## src/rtl/taxi_pkg.sv

```systemverilog
// Shared encodings for the taximeter: trip states, display pages and the
// increment widths the fare datapath sums on each metering strobe.
package taxi_pkg;
   localparam logic [2:0] ST_IDLE   = 3'd0;
   localparam logic [2:0] ST_HIRED  = 3'd1;
   localparam logic [2:0] ST_RUN    = 3'd2;
   localparam logic [2:0] ST_PAUSED = 3'd3;
   localparam logic [2:0] ST_SETTLE = 3'd4;

   localparam logic [1:0] PAGE_FARE = 2'd0;
   localparam logic [1:0] PAGE_DIST = 2'd1;
   localparam logic [1:0] PAGE_WAIT = 2'd2;
   localparam logic [1:0] PAGE_RATE = 2'd3;

   localparam int DIST_INC_W = 4;
   localparam int WAIT_INC_W = 2;
endpackage

```

## src/rtl/btn_debounce.sv

```systemverilog
// Accepts an already-synchronised level once it has held a new value for
// DEBOUNCE_CYCLES consecutive cycles; emits the clean level and a rise pulse.
module btn_debounce #(
   parameter int DEBOUNCE_CYCLES = 1_000_000
) (
   input  logic clk_50MHz,
   input  logic rst,
   input  logic din,
   output logic level,
   output logic rise
);
   localparam int CNT_W = $clog2(DEBOUNCE_CYCLES + 1);

   logic [CNT_W-1:0] cnt;

   always_ff @(posedge clk_50MHz or posedge rst) begin
      if (rst) begin
         cnt   <= '0;
         level <= 1'b0;
         rise  <= 1'b0;
      end else begin
         rise <= 1'b0;
         if (din == level) begin
            cnt <= '0;
         end else if (cnt == CNT_W'(DEBOUNCE_CYCLES - 1)) begin
            level <= din;
            rise  <= din;
            cnt   <= '0;
         end else begin
            cnt <= cnt + 1'b1;
         end
      end
   end
endmodule

```

## src/rtl/taxi_trip_ctrl.sv

```systemverilog
// Trip sequencer: synchronises operator switches, runs the hire/run/pause/settle
// FSM and produces the once-per-second metering strobe with its increments.
module taxi_trip_ctrl
   import taxi_pkg::*;
#(
   parameter int TICK_DIV        = 50_000_000,
   parameter int DEBOUNCE_CYCLES = 1_000_000,
   parameter int SETTLE_SEC      = 10
) (
   input  logic                  clk_50MHz,
   input  logic                  rst,
   input  logic                  start,
   input  logic                  pause,
   input  logic                  daynight,
   input  logic                  leap,
   input  logic [2:0]            speed,
   input  logic                  disp_ctrl,
   output logic                  clear,
   output logic                  tick_en,
   output logic [DIST_INC_W-1:0] dist_inc,
   output logic [WAIT_INC_W-1:0] wait_inc,
   output logic                  night_rate,
   output logic                  meter_on,
   output logic [1:0]            disp_sel,
   output logic [2:0]            state
);
   localparam int PRE_W = $clog2(TICK_DIV + 1);
   localparam int SET_W = $clog2(SETTLE_SEC + 1);

   function automatic logic [DIST_INC_W-1:0] dist_units(input logic [2:0] spd, input logic lp);
      return DIST_INC_W'({1'b0, spd} << lp);
   endfunction

   function automatic logic [WAIT_INC_W-1:0] wait_units(input logic [2:0] spd, input logic lp);
      return (spd == 3'd0) ? (WAIT_INC_W'(1) << lp) : '0;
   endfunction

   logic [7:0] sync1, sync2;
   logic       start_s, pause_s, dn_s, leap_s, disp_s;
   logic [2:0] speed_s;
   logic       start_prev, primed, armed, start_rise;
   logic       disp_level, disp_rise;
   logic [PRE_W-1:0] presc, presc_nxt;
   logic [SET_W-1:0] settle_cnt;
   logic       sec_bnd;
   logic [2:0] nxt;

   assign {start_s, pause_s, dn_s, leap_s, disp_s, speed_s} = sync2;

   // A start held high through reset must not count as a rise: the detector only
   // arms after the synchronised level has been seen low following reset.
   assign start_rise = start_s & ~start_prev & armed;
   assign sec_bnd    = (presc == PRE_W'(TICK_DIV - 1));
   assign presc_nxt  = (state == ST_HIRED || sec_bnd) ? '0 : presc + 1'b1;

   btn_debounce #(.DEBOUNCE_CYCLES(DEBOUNCE_CYCLES)) u_disp_db (
      .clk_50MHz (clk_50MHz),
      .rst       (rst),
      .din       (disp_s),
      .level     (disp_level),
      .rise      (disp_rise)
   );

   always_comb begin
      nxt = state;
      case (state)
         ST_IDLE:   if (start_rise) nxt = ST_HIRED;
         ST_HIRED:  nxt = ST_RUN;
         ST_RUN:    if (!start_s) nxt = ST_SETTLE; else if (pause_s) nxt = ST_PAUSED;
         ST_PAUSED: if (!start_s) nxt = ST_SETTLE; else if (!pause_s) nxt = ST_RUN;
         ST_SETTLE: begin
            if (start_rise) nxt = ST_HIRED;
            else if (sec_bnd && settle_cnt == SET_W'(SETTLE_SEC - 1)) nxt = ST_IDLE;
         end
         default:   nxt = ST_IDLE;
      endcase
   end

   always_ff @(posedge clk_50MHz or posedge rst) begin
      if (rst) begin
         sync1      <= '0;
         sync2      <= '0;
         start_prev <= 1'b0;
         primed     <= 1'b0;
         armed      <= 1'b0;
      end else begin
         sync1      <= {start, pause, daynight, leap, disp_ctrl, speed};
         sync2      <= sync1;
         start_prev <= start_s;
         primed     <= 1'b1;
         if (primed && !sync1[7]) armed <= 1'b1;
      end
   end

   // Outputs are registered from the next-state view so each lines up with the
   // state it belongs to; tick_en marks the cycle in which the count is TICK_DIV-1.
   always_ff @(posedge clk_50MHz or posedge rst) begin
      if (rst) begin
         state      <= ST_IDLE;
         presc      <= '0;
         settle_cnt <= '0;
         clear      <= 1'b0;
         tick_en    <= 1'b0;
         dist_inc   <= '0;
         wait_inc   <= '0;
         night_rate <= 1'b0;
         meter_on   <= 1'b0;
         disp_sel   <= PAGE_FARE;
      end else begin
         state    <= nxt;
         presc    <= presc_nxt;
         clear    <= (nxt == ST_HIRED);
         meter_on <= (nxt == ST_RUN) || (nxt == ST_PAUSED);
         tick_en  <= (nxt == ST_RUN) && (presc_nxt == PRE_W'(TICK_DIV - 1));
         if ((nxt == ST_RUN) && (presc_nxt == PRE_W'(TICK_DIV - 1))) begin
            dist_inc <= dist_units(speed_s, leap_s);
            wait_inc <= wait_units(speed_s, leap_s);
         end else begin
            dist_inc <= '0;
            wait_inc <= '0;
         end
         if (state != ST_SETTLE) settle_cnt <= '0;
         else if (sec_bnd)       settle_cnt <= settle_cnt + 1'b1;
         if (nxt == ST_HIRED) night_rate <= dn_s;
         if (nxt == ST_HIRED || state == ST_HIRED) disp_sel <= PAGE_FARE;
         else if (disp_rise && disp_level)         disp_sel <= disp_sel + 2'd1;
      end
   end
endmodule

```

## config.mk

```make
export PLATFORM = sky130hd
export DESIGN_NAME = taxi_trip_ctrl
export DESIGN_NICKNAME = d
export VERILOG_FILES = /design/src/rtl/taxi_pkg.sv /design/src/rtl/btn_debounce.sv /design/src/rtl/taxi_trip_ctrl.sv
export SDC_FILE = /design/constraint.sdc
export NUM_CORES = 1
export LEC_CHECK = 0
export BUFFER_PORTS_ARGS = -buffer_cell sky130_fd_sc_hd__buf_2
export CAP_MARGIN = 20
export CELL_PAD_IN_SITES_DETAIL_PLACEMENT = 0
export CELL_PAD_IN_SITES_GLOBAL_PLACEMENT = 1
export CORE_MARGIN = 2
export CORE_UTILIZATION = 47
export CTS_CLUSTER_SIZE = 40
export DETAILED_ROUTE_END_ITERATION = 7
export HOLD_SLACK_MARGIN = 0.1
export PLACE_DENSITY = 0.79
export RECOVER_POWER = 50
export SKIP_CTS_REPAIR_TIMING = 1
export SYNTH_ARGS = -nofsm -noshare
export SYNTH_HDL_FRONTEND = slang
export SYNTH_SLANG_ARGS = --single-unit
```

## constraint.sdc

```tcl
create_clock -name clk_50MHz -period 3.9 [get_ports clk_50MHz]
set_input_delay 0.39 -clock clk_50MHz [delete_from_list [all_inputs] [get_ports clk_50MHz]]
set_output_delay 0.39 -clock clk_50MHz [all_outputs]
set_load 0.005 [all_outputs]
```

==> flow_results.org <==
** Die
- Die area :: ~9000 um2
- The die is around 95 um tall.
- Once the floorplan was initialized, standard cells occupied a little under half of the core.
- The region available for standard cell placement spans between 8000 and 9000 um2.
- I/O pin count :: 25
- In this run the core area contains 33 standard-cell rows.
- The floorplan step set the die width to between 90 and 100 um.

** Yosys
- Ys async rst share :: between 90% and 100%
- The largest total area in the synthesized netlist belongs to dfrtp_1.
- Yosys instantiated no cell more often than dfrtp_1.
- Summing every instance area after synthesis gives ~3900 um2.
- Mean instance size in the synthesized netlist :: approximately 11 um2
- Top cell type's share of synthesized area :: 55.5%
- After synthesis, the cell types taking the most area are dfrtp_1 56%, xor2_1 5.6%, nor2_1 5.3%.
- Count of cell types in the netlist :: 50
- Primary flip-flop cell chosen by synthesis mapping :: dfrtp_1
- During synthesis, Yosys emitted a total of 0 warnings.
- Counting every net in the synthesized netlist gives about 380.
- Number of synthesized flops with an enable pin :: 0
- For this run, the register share of the synthesized area comes to between 50 and 60%.
- #FFs+latches synth :: between 80 and 90
- Syn Inst Count :: ~370
- Ranked by instance count, the synthesized netlist is headed by 86 x dfrtp_1, 55 x nor2_1, 25 x nand2_1, 25 x xor2_1.

** Final layout
- Final net count :: 415
- The count of cells in the finished layout, fillers not included, comes to a little over 500.
- The number of antenna diodes in the final layout is 0.
- Util after Layout :: 53.6%
- Relative to the synthesized area, the layout overhead comes to 11.9%.
- Ratio of cells with drive above 1 in the final layout :: between 10% and 20%

** Flow run
- Max cap viols :: 1

** Critical path
- The critical path is of the register to register type.
- In this run the worst setup path terminates at dist_inc[3].
- At the worst endpoint, the arrival time is roughly 3.1 ns.
- The startpoint identified for the worst register-to-register timing path is presc[0].
- Slack of the worst reg-to-reg path :: 1.03 ns
- At the worst endpoint, the required time is 4.15 ns.
- Counting cells, the worst reg-to-reg path comes to 7.
- The most critical setup path has its startpoint at presc[0].
- Highest fanout seen on the critical path :: 7
- The worst register-to-register path ends at dist_inc[3].
- The worst setup path is launched from a register.
- Critical path capture point type :: register

** Clock tree
- After clock tree synthesis, the clock-pin slew on the worst setup and hold paths is 0.10 ns.
- The H-tree was split into 3 levels.
- The clock reaches the later pin of the worst-skew pair after around 0.36 ns.
- Inserted Clock Buffers :: 9
- TritonCTS clock tree :: yes
- In this run the clock root is driven by a clkbuf_8.
- The clock passes through at most 2 buffers.
- TritonCTS Sinks :: 86

** STA
- The number of max-slew violations in the final report was 54.
- Final critical path time including I/O delays and setup :: about 2.9 ns
- For the pin with the worst max-slew slack, the measured transition is roughly 2.2 ns.
- Measured against its own limit, the worst slew margin works out to -48.6%.
- Setup repair after global routing missed its margin :: no
- The count of final hold-check violations is 0.
- Timing would allow up to about 350 MHz.
- Clk_skew :: roughly 0.012 ns
- In the final timing run, aggregate negative setup slack is 0 ns.
- Setup violations remaining at the end of the flow were counted as 0.
- Share of the cycle needed by the critical path after routing :: between 70% and 80%

** Placed design
- Number of port buffers :: 24
- Dpl cells :: 492
- Detail Placement HPWL :: between 5000 and 6000 um
- Last weighted congestion value of the routability-driven placer :: just under 0.9

** Power
- Net switching power of the design :: ~580 uW
- Switching fraction of total power :: approximately 31%
- Share of total power in sequential cells :: between 50% and 60%
- Total power divided by cell area :: 433 nW/um2
- Total power after layout :: around 1900 uW
- For this design the static power due to leakage is roughly 0.0019 uW.
- Largest vdd supply drop :: around 0.21 mV
- Combinational logic burns 12.8% of the power.
- Internal power comes to around 1300 uW.
- The share of total power dissipated in the clock network is between 30% and 40%.

** Global routing
- Global-route usage over all layers :: between 15 and 20%
- The via count of the first global-routing pass was roughly 2600.
- Entering global routing, the biggest net connects 54 pins.
- First-pass GRT wire length :: around 12000 um
- Global-route congestion overflow total :: 0
- Initial antenna violation count :: 0

** Min path
- Along the worst hold path, the cell count comes to 1.
- Classification of the worst-slack hold path :: input pin to register

** Drt
- Dividing the detail-routed wire length by the instance count gives between 10 and 15 um.
- The detail route stage leaves a number of antenna-violating nets equal to 0.
- Overall via count from detail_route :: around 2700
- In this run, the number of DRC markers left after iteration 0 of detailed routing was 175.
- Routed wire length :: between 7000 and 8000 um
- TritonRoute pass-1 iters :: 5
- After detailed routing, the number of remaining DRC violations is 0.
- Via count normalized by instance count :: 5.27

** Outcome
- The flow ran to the end, but the final reports show violations.
- The final reports fail on max-capacitance violations, max-slew violations.
==> routing by layer <==
| metal | vias to the layer above | wire length, um | track usage, % |
|---|---|---|---|
| met1 | 1283 | 3440 | 25.1 |
| met5 | - | 0 | 0 |
| met2 | 43 | 3400 | 26.8 |
| met4 | 0 | 177 | 8.45 |
| met3 | 17 | 192 | 3.35 |
| li1 | 1351 | - | - |
==> cell families (layout without fill, tap and decap cells) <==
| group | after synthesis | after routing | share of synthesized area, % |
|---|---|---|---|
| xor+xnor | 44 | 44 | 9.94 |
| other cells | 1 | 1 | 0.0967 |
| simple gates | 181 | 181 | 24.6 |
| compound gates | 25 | 25 | 4.65 |
| fa+ha+maj | 4 | 4 | 1.29 |
| mux | 6 | 6 | 1.65 |
| flops | 86 | 86 | 55.5 |
| buf+inv | 21 | 59 | 2.26 |
==> how the worst min path moves through the flow <==
| stage | from | to | slack (ns) |
|---|---|---|---|
| 2_1_floorplan | sync1[0] | sync2[0] | 0.33 |
| 3_3_place_gp | sync1[4] | sync2[4] | 0.33 |
| 3_5_place_dp | sync1[4] | sync2[4] | 0.34 |
| 4_1_cts | daynight | sync1[5] | 0.10 |
| 5_1_grt | pause | sync1[6] | 0.11 |
| 6_report | pause | sync1[6] | 0.12 |
==> stage by stage <==
stage,hold WS [ns],worst slack (ns),cell area (um2)
finish,0.122,1.03,4340
global route,0.107,0.619,4340
CTS,0.104,1.06,4310
detailed placement,0.336,1.10,4110
global placement,0.332,1.22,4110
floorplan,0.331,1.29,3880
==> layout make-up <==
cell class / count / area, um2
inverters: 13 / 50.0
flip-flops and latches: 86 / 2150
clock buffers: 9 / 124
repair buffers: 30 / 166
well taps: 105 / 131
clock inverters: 7 / 76.3
multi-input cells: 261 / 1640
fillers: 750 / 3750
==> worst max-delay path, stage by stage, from the launching register on <==
cell	delay [ns]
dfrtp_1	0.43
ha_1	0.25
nand4_1	0.28
or3_2	0.59
nor4_1	0.38
xor2_1	0.25
nand4_2	0.22
nor4_1	0.37
==> flip-flops by register name, summed over array words and instances, names as in the netlist, 2 cells and up <==
register,cells
disp_sel,2
settle_cnt,4
u_disp_db.cnt,20
sync1,8
sync2,8
dist_inc,4
wait_inc,2
presc,26
state,3
==> power groups by stage <==
stage | sequential (uW) | combinational (uW) | clock (uW)
finish | 1020 | 241 | 620
floorplan | 1030 | 161 | 0
global placement | 1030 | 245 | 0
detailed placement | 1030 | 246 | 0
global route | 1030 | 274 | 677
CTS | 1020 | 246 | 642
==> cells in the final DEF, fill, tap and decap left out, types with 3 or more instances in the layout <==
cell type / synthesis / final
a21oi_1: 5 / 5
and3_1: 4 / 4
and4_1: 4 / 4
buf_2: 1 / 21
clkbuf_1: 5 / 3
clkbuf_8: 0 / 9
clkinv_4: 0 / 3
dfrtp_1: 86 / 86
dlygate4sd3_1: 0 / 3
ha_1: 4 / 4
inv_1: 13 / 12
inv_8: 0 / 3
mux2_2: 3 / 3
mux2i_1: 3 / 3
nand2_1: 25 / 25
nand3_1: 19 / 19
nand3b_1: 3 / 3
nand4_1: 12 / 12
nand4_2: 3 / 3
nor2_1: 55 / 55
nor3_1: 17 / 17
nor4_1: 15 / 15
nor4b_1: 3 / 3
o21ai_0: 6 / 6
or3_1: 4 / 4
xnor2_1: 19 / 19
xor2_1: 25 / 25
No activity file was read; power rests on OpenSTA's default activity.
